$ cat src/rtl/alarm_code_controller.sv
// Keypad code checker and arm / exit-delay / entry-delay / alarm / lockout sequencer.
// Define ALARM_AUTO_SILENCE_EN to return from ALARM to ARMED after ALARM_TIME cycles.
module alarm_code_controller #(
    parameter int NUM_BTN = 4,
    parameter int CODE_LEN = 4,
    parameter logic [CODE_LEN*$clog2(NUM_BTN)-1:0] CODE = 8'hE4,
    parameter int EXIT_DELAY = 50_000_000,
    parameter int ENTRY_DELAY = 50_000_000,
    parameter int KEY_TIMEOUT = 100_000_000,
    parameter int MAX_FAIL = 3,
    parameter int LOCKOUT_TIME = 200_000_000,
    parameter int ALARM_TIME = 500_000_000
) (
    input  logic                              clk,
    input  logic                              rst,
    input  logic [NUM_BTN-1:0]                btn_db,
    input  logic                              sensor,
    output logic [2:0]                        state,
    output logic                              armed,
    output logic                              pending,
    output logic                              alarm,
    output logic                              locked,
    output logic                              code_ok,
    output logic                              code_fail,
    output logic [$clog2(CODE_LEN+1)-1:0]     digit_cnt
);

    localparam int W   = $clog2(NUM_BTN);
    localparam int CW  = $clog2(CODE_LEN + 1);
    localparam int KTW = $clog2(KEY_TIMEOUT + 1);
    localparam int FW  = $clog2(MAX_FAIL + 1);
    localparam int MAX_EE   = (EXIT_DELAY > ENTRY_DELAY) ? EXIT_DELAY : ENTRY_DELAY;
    localparam int BASE_MAX = (MAX_EE > LOCKOUT_TIME) ? MAX_EE : LOCKOUT_TIME;
`ifdef ALARM_AUTO_SILENCE_EN
    localparam int DLY_MAX = (BASE_MAX > ALARM_TIME) ? BASE_MAX : ALARM_TIME;
`else
    localparam int DLY_MAX = BASE_MAX;
`endif
    localparam int TW = $clog2(DLY_MAX + 1);

    if (EXIT_DELAY < 1 || ENTRY_DELAY < 1 || LOCKOUT_TIME < 1 || KEY_TIMEOUT < 1 ||
        ALARM_TIME < 1 || MAX_FAIL < 1) begin : g_param_check
        $error("alarm_code_controller: all delays and MAX_FAIL must be at least 1");
    end

    typedef enum logic [2:0] {
        S_DISARMED  = 3'd0,
        S_EXIT_DLY  = 3'd1,
        S_ARMED     = 3'd2,
        S_ENTRY_DLY = 3'd3,
        S_ALARM     = 3'd4,
        S_LOCKOUT   = 3'd5
    } state_t;

    state_t             state_q, state_n;
    logic [NUM_BTN-1:0] btn_prev, rise;
    logic               multi, press;
    logic [W-1:0]       digit, exp_digit;
    logic               mismatch, mismatch_n;
    logic               last_digit, ok_ev, fail_ev, penalty;
    logic [KTW-1:0]     key_timer;
    logic               key_expired;
    logic [FW-1:0]      fail_cnt;
    logic [TW-1:0]      timer, timer_load;
    logic               armed_n, pending_n, alarm_n, locked_n;

    assign state = state_q;

    // Press decode and code evaluation; a multi-key press always counts as a wrong digit.
    always_comb begin : press_decode
        rise  = btn_db & ~btn_prev;
        multi = |(rise & (rise - NUM_BTN'(1)));
        press = (|rise) && (state_q != S_LOCKOUT);
        digit = '0;
        for (int unsigned i = 0; i < NUM_BTN; i++) begin
            if (rise[i]) digit = W'(i);
        end
        exp_digit = '0;
        for (int unsigned i = 0; i < CODE_LEN; i++) begin
            if (digit_cnt == CW'(i)) exp_digit = CODE[i*W +: W];
        end
        mismatch_n  = mismatch | multi | (digit != exp_digit);
        last_digit  = press && (digit_cnt == CW'(CODE_LEN - 1));
        ok_ev       = last_digit && !mismatch_n;
        fail_ev     = last_digit && mismatch_n;
        penalty     = fail_ev && (fail_cnt == FW'(MAX_FAIL - 1));
        key_expired = !press && (digit_cnt != '0) && (key_timer == '0);
    end

    always_comb begin : next_state_logic
        state_n = state_q;
        case (state_q)
            S_DISARMED: begin
                if (ok_ev)        state_n = S_EXIT_DLY;
                else if (penalty) state_n = S_LOCKOUT;
            end
            S_EXIT_DLY: begin
                if (ok_ev)              state_n = S_DISARMED;
                else if (penalty)       state_n = S_LOCKOUT;
                else if (timer == '0)   state_n = S_ARMED;
            end
            S_ARMED: begin
                if (ok_ev)        state_n = S_DISARMED;
                else if (penalty) state_n = S_ALARM;
                else if (sensor)  state_n = S_ENTRY_DLY;
            end
            S_ENTRY_DLY: begin
                if (ok_ev)              state_n = S_DISARMED;
                else if (penalty)       state_n = S_ALARM;
                else if (timer == '0)   state_n = S_ALARM;
            end
            S_ALARM: begin
                if (ok_ev) state_n = S_DISARMED;
`ifdef ALARM_AUTO_SILENCE_EN
                else if (!penalty && timer == '0) state_n = S_ARMED;
`endif
            end
            S_LOCKOUT: begin
                if (timer == '0) state_n = S_DISARMED;
            end
            default: state_n = S_DISARMED;
        endcase
    end

    always_comb begin : output_decode
        armed_n   = (state_n == S_ARMED) || (state_n == S_ENTRY_DLY) || (state_n == S_ALARM);
        pending_n = (state_n == S_EXIT_DLY) || (state_n == S_ENTRY_DLY);
        alarm_n   = (state_n == S_ALARM);
        locked_n  = (state_n == S_LOCKOUT);
        // Loaded with N-1 so the state is held for exactly N cycles before expiry.
        case (state_n)
            S_EXIT_DLY:  timer_load = TW'(EXIT_DELAY - 1);
            S_ENTRY_DLY: timer_load = TW'(ENTRY_DELAY - 1);
            S_LOCKOUT:   timer_load = TW'(LOCKOUT_TIME - 1);
`ifdef ALARM_AUTO_SILENCE_EN
            S_ALARM:     timer_load = TW'(ALARM_TIME - 1);
`endif
            default:     timer_load = '0;
        endcase
    end

    always_ff @(posedge clk or posedge rst) begin : state_reg
        if (rst) begin
            state_q   <= S_DISARMED;
            armed     <= 1'b0;
            pending   <= 1'b0;
            alarm     <= 1'b0;
            locked    <= 1'b0;
            code_ok   <= 1'b0;
            code_fail <= 1'b0;
            timer     <= '0;
        end else begin
            state_q   <= state_n;
            armed     <= armed_n;
            pending   <= pending_n;
            alarm     <= alarm_n;
            locked    <= locked_n;
            code_ok   <= ok_ev;
            code_fail <= fail_ev;
            if (state_n != state_q)  timer <= timer_load;
            else if (timer != '0)    timer <= timer - 1'b1;
        end
    end

    always_ff @(posedge clk or posedge rst) begin : entry_reg
        if (rst) begin
            btn_prev  <= '0;
            digit_cnt <= '0;
            mismatch  <= 1'b0;
            key_timer <= '0;
            fail_cnt  <= '0;
        end else begin
            btn_prev <= btn_db;
            if (ok_ev || fail_ev || key_expired) begin
                digit_cnt <= '0;
                mismatch  <= 1'b0;
            end else if (press) begin
                digit_cnt <= digit_cnt + 1'b1;
                mismatch  <= mismatch_n;
            end
            if (press)                                      key_timer <= KTW'(KEY_TIMEOUT - 1);
            else if (digit_cnt != '0 && key_timer != '0)    key_timer <= key_timer - 1'b1;
            if (ok_ev)        fail_cnt <= '0;
            else if (fail_ev) fail_cnt <= penalty ? '0 : fail_cnt + 1'b1;
        end
    end

endmodule
$ cat config.mk
export PLATFORM = sky130hd
export DESIGN_NAME = alarm_code_controller
export DESIGN_NICKNAME = d
export VERILOG_FILES = /design/src/rtl/alarm_code_controller.sv
export SDC_FILE = /design/constraint.sdc
export NUM_CORES = 1
export LEC_CHECK = 0
export CAP_MARGIN = 10
export CORE_AREA = 2 2 80 140
export CTS_CLUSTER_DIAMETER = 150
export DETAILED_ROUTE_END_ITERATION = 8
export DIE_AREA = 0 0 82 142
export PLACE_DENSITY = 0.6
export SYNTH_ARGS = -nofsm -noshare
export SYNTH_HDL_FRONTEND = slang
export SYNTH_SLANG_ARGS = --single-unit
$ cat constraint.sdc
create_clock -name clk -period 4.2 [get_ports clk]
set_input_delay 0.84 -clock clk [delete_from_list [all_inputs] [get_ports clk]]
set_output_delay 0.84 -clock clk [all_outputs]
set_load 0.05 [all_outputs]
==> impl_metrics.yaml, run 1 <==
power:
  p_per_area_nw_per_um2: 627
  power_leakage_nw: 1.86
  ir_worst_vdd_v: 0.000308
yosys:
  netlist_top_cells_count: "dfrtp_1 (74), nand2_1 (39), nor2_1 (36)"
  synth.avg_cell_area_sq_um: 9.81
  synth.distinct_cells: 65
  synth.most_common_cell: "dfrtp_1"
  yosysSeqAreaShare_pct: 45.1
  async_reset_ff_share_pct: 100
  syn_nets: 434
  yosys_warnings: 0
  yosys.area.top_type: "dfrtp_1"
  ys.flop_type: "dfrtp_1"
  synth.cell_area_sq_um: 4110
  synth-edff-count: 0
  synth_cells: 419
  ys_ff_latch: 74
  synth.top_cell.area_share_pct: 45.1
  synth.top_cells.by_area: "dfrtp_1 (45%), xnor2_1 (5.8%), xor2_1 (4.3%)"
setup_path:
  arrival_ns: 3.90
  r2r_cells: 11
  rrSetupSlack_ns: 0.67
  cp_data_required_time_ns: 4.41
  cp-start-kind: "primary input"
  crit_type: "in -> reg"
  cp_max_fo: 17
  critPathCaptureType: "flip-flop"
global_route:
  grt_remaining_overflow: 0
  grt_pass1_vias: 3357
  grt_max_degree: 75
  grt_pass1_wl_microns: 16300
  grt_use_total_pct: 18.3
  grt_antenna_before_repair: 0
timing:
  fin_crit_sh_pct: 87.9
  tightest_slew_ns: 0.966
  fin_skew_ns: 0.00633
  slew_headroom_pct: 35.6
  rsz0062_at_grt: "no"
  max_freq_mhz: 271
  hold_ws_ns: 0.481
  setup_viol: 0
  final_hold_viol_count: 0
  slew_violations: 0
  fin_setup_tns_ns: 0
  layout_min_cycle_time_ns: 3.69
clocking:
  cts.sinks: 74
  clk_path_buf_depth: 2
  root_buffer: "clkbuf_16"
  clkLatencyLatePin_ns: 0.33
  cts.hold.buffers_added: 0
  cts_tree: "yes"
  cts-resized-gates: 0
  post-cts-setup-buffer-count: 0
  cts_buffers: 9
  clk_pin_slew_worst_paths_ns: 0.06
  cts_max_level: 3
detailed_routing:
  drc_errors: 0
  wl_per_cell_microns: 16.7
  dr.first_iter.drc_count: 182
  ant_nets: 0
  via_count: 3259
  wl_microns: 9610
  first_pass_iters: 4
  viasPerCell: 5.67
finish:
  largestRegisters: "timer x28, key_timer x27, btn_prev x4"
  regMostFlops: "timer"
  syn_to_final_growth_pct: 14.7
  utilization_pct: 44.9
  largest_reg_flops: 28
  drive_gt1_share_pct: 10.8
  finalInstanceArea_sq_um: 4720
  nFillCells: 1048
  diodes: 0
  layout.nets: 457
placed_design:
  placed_cell_area_sq_um: 4460
  gp_congestion: 0.860
  port_buffers: 18
  dp_hpwl_microns: 6840
floorplan:
  core_area_sq_um: 10500
  rows: 50
  die_w_microns: 82
  die_h_microns: 142
  io_pins: 19
  initial_utilization_pct: 39.1
  dieArea_sq_um: 11600
min_path:
  worstHoldPathCells: 1
  hold_path_class: "reg -> reg"
run_status:
  status: "complete, no violations"
job:
  maxCapViolCount: 0
cells in the final DEF, fill, tap and decap left out, types with 3 or more instances in the layout:
cell type        instances
xor2_1                  20
clkbuf_16                9
or4_1                    8
nor2b_1                  7
a21oi_1                 25
xnor2_1                 27
nand3_1                  9
dfrtp_1                 74
or3_1                    9
or2_2                    4
nand2b_1                 7
inv_1                   14
a22o_1                   3
o21ai_1                  3
nor4_1                   9
o211ai_1                20
buf_4                   11
ha_1                     8
nor2_1                  36
clkdlybuf4s50_1         18
and3_1                   3
nand2_1                 39
o31ai_1                  4
nor3_1                  16
o21ai_0                  6
worst max-delay path: stages:
cell             delay, ns
clkdlybuf4s50_1       0.47
nor2b_1               0.39
o221ai_1              0.23
nor4_1                0.36
nand2_1               0.19
inv_2                 0.17
o21ai_1               0.17
or3_4                 0.43
a211oi_4              0.26
buf_4                 0.26
a22oi_1               0.12
final timing paths:
path	startpoint	to
min	key_timer[26]	key_timer[26]
max	btn_db[1]	timer[1]
max in group asynchronous	rst	key_timer[4]
min in group asynchronous	rst	btn_prev[1]
max reg2reg	digit_cnt[0]	timer[1]
min reg2reg	key_timer[26]	key_timer[26]
logic make-up after synthesis:
| kind of cell | synth area share, % |
|---|---|
| mux | 0.274 |
| fa+ha+maj | 2.44 |
| xor+xnor | 10.0 |
| compound gates | 16.6 |
| buf+inv | 3.71 |
| simple gates | 21.9 |
| flops | 45.1 |
area by class of cell:
class	instances	area (sq um)	share of cell area [%]
Tap cell	130	163	3.45
Timing Repair Buffer	29	263	5.57
Inverter	16	60.1	1.27
Multi-Input combinational cell	312	2120	44.9
Clock inverter	3	17.5	0.371
Clock buffer	11	243	5.15
Sequential cell	74	1850	39.3
stage by stage:
step / setup slack (ns) / cells / total power [mW]
5_1_grt: 0.285 / 575 / 3.17
6_report: 0.508 / 575 / 2.96
4_1_cts: 0.526 / 575 / 2.99
2_1_floorplan: 0.829 / 419 / 1.96
3_5_place_dp: 0.184 / 561 / 2.29
3_3_place_gp: 0.290 / 561 / 2.26
power by group:
| group | switching, mW | total, mW | internal (mW) |
|---|---|---|---|
| combinational | 0.706 | 1.20 | 0.494 |
| clock | 0.280 | 0.687 | 0.407 |
| sequential | 0.181 | 1.07 | 0.891 |
| total | 1.17 | 2.96 | 1.79 |
metal layers:
layer / GRT usage [%] / wire [microns]
met1: 19.8 / 3710
met4: 7.72 / 278
met3: 4.12 / 261
met2: 33.1 / 5370
met5: 0 / 0
No activity file was read; power rests on OpenSTA's default activity.
==> run 2, diff against run 1 <==
CTS_CLUSTER_SIZE = 16   (was not set)
SLEW_MARGIN = 20   (was not set)
==> results of run 2 <==
Same layout as run 1: the final DEF is identical, and so are final timing and power.
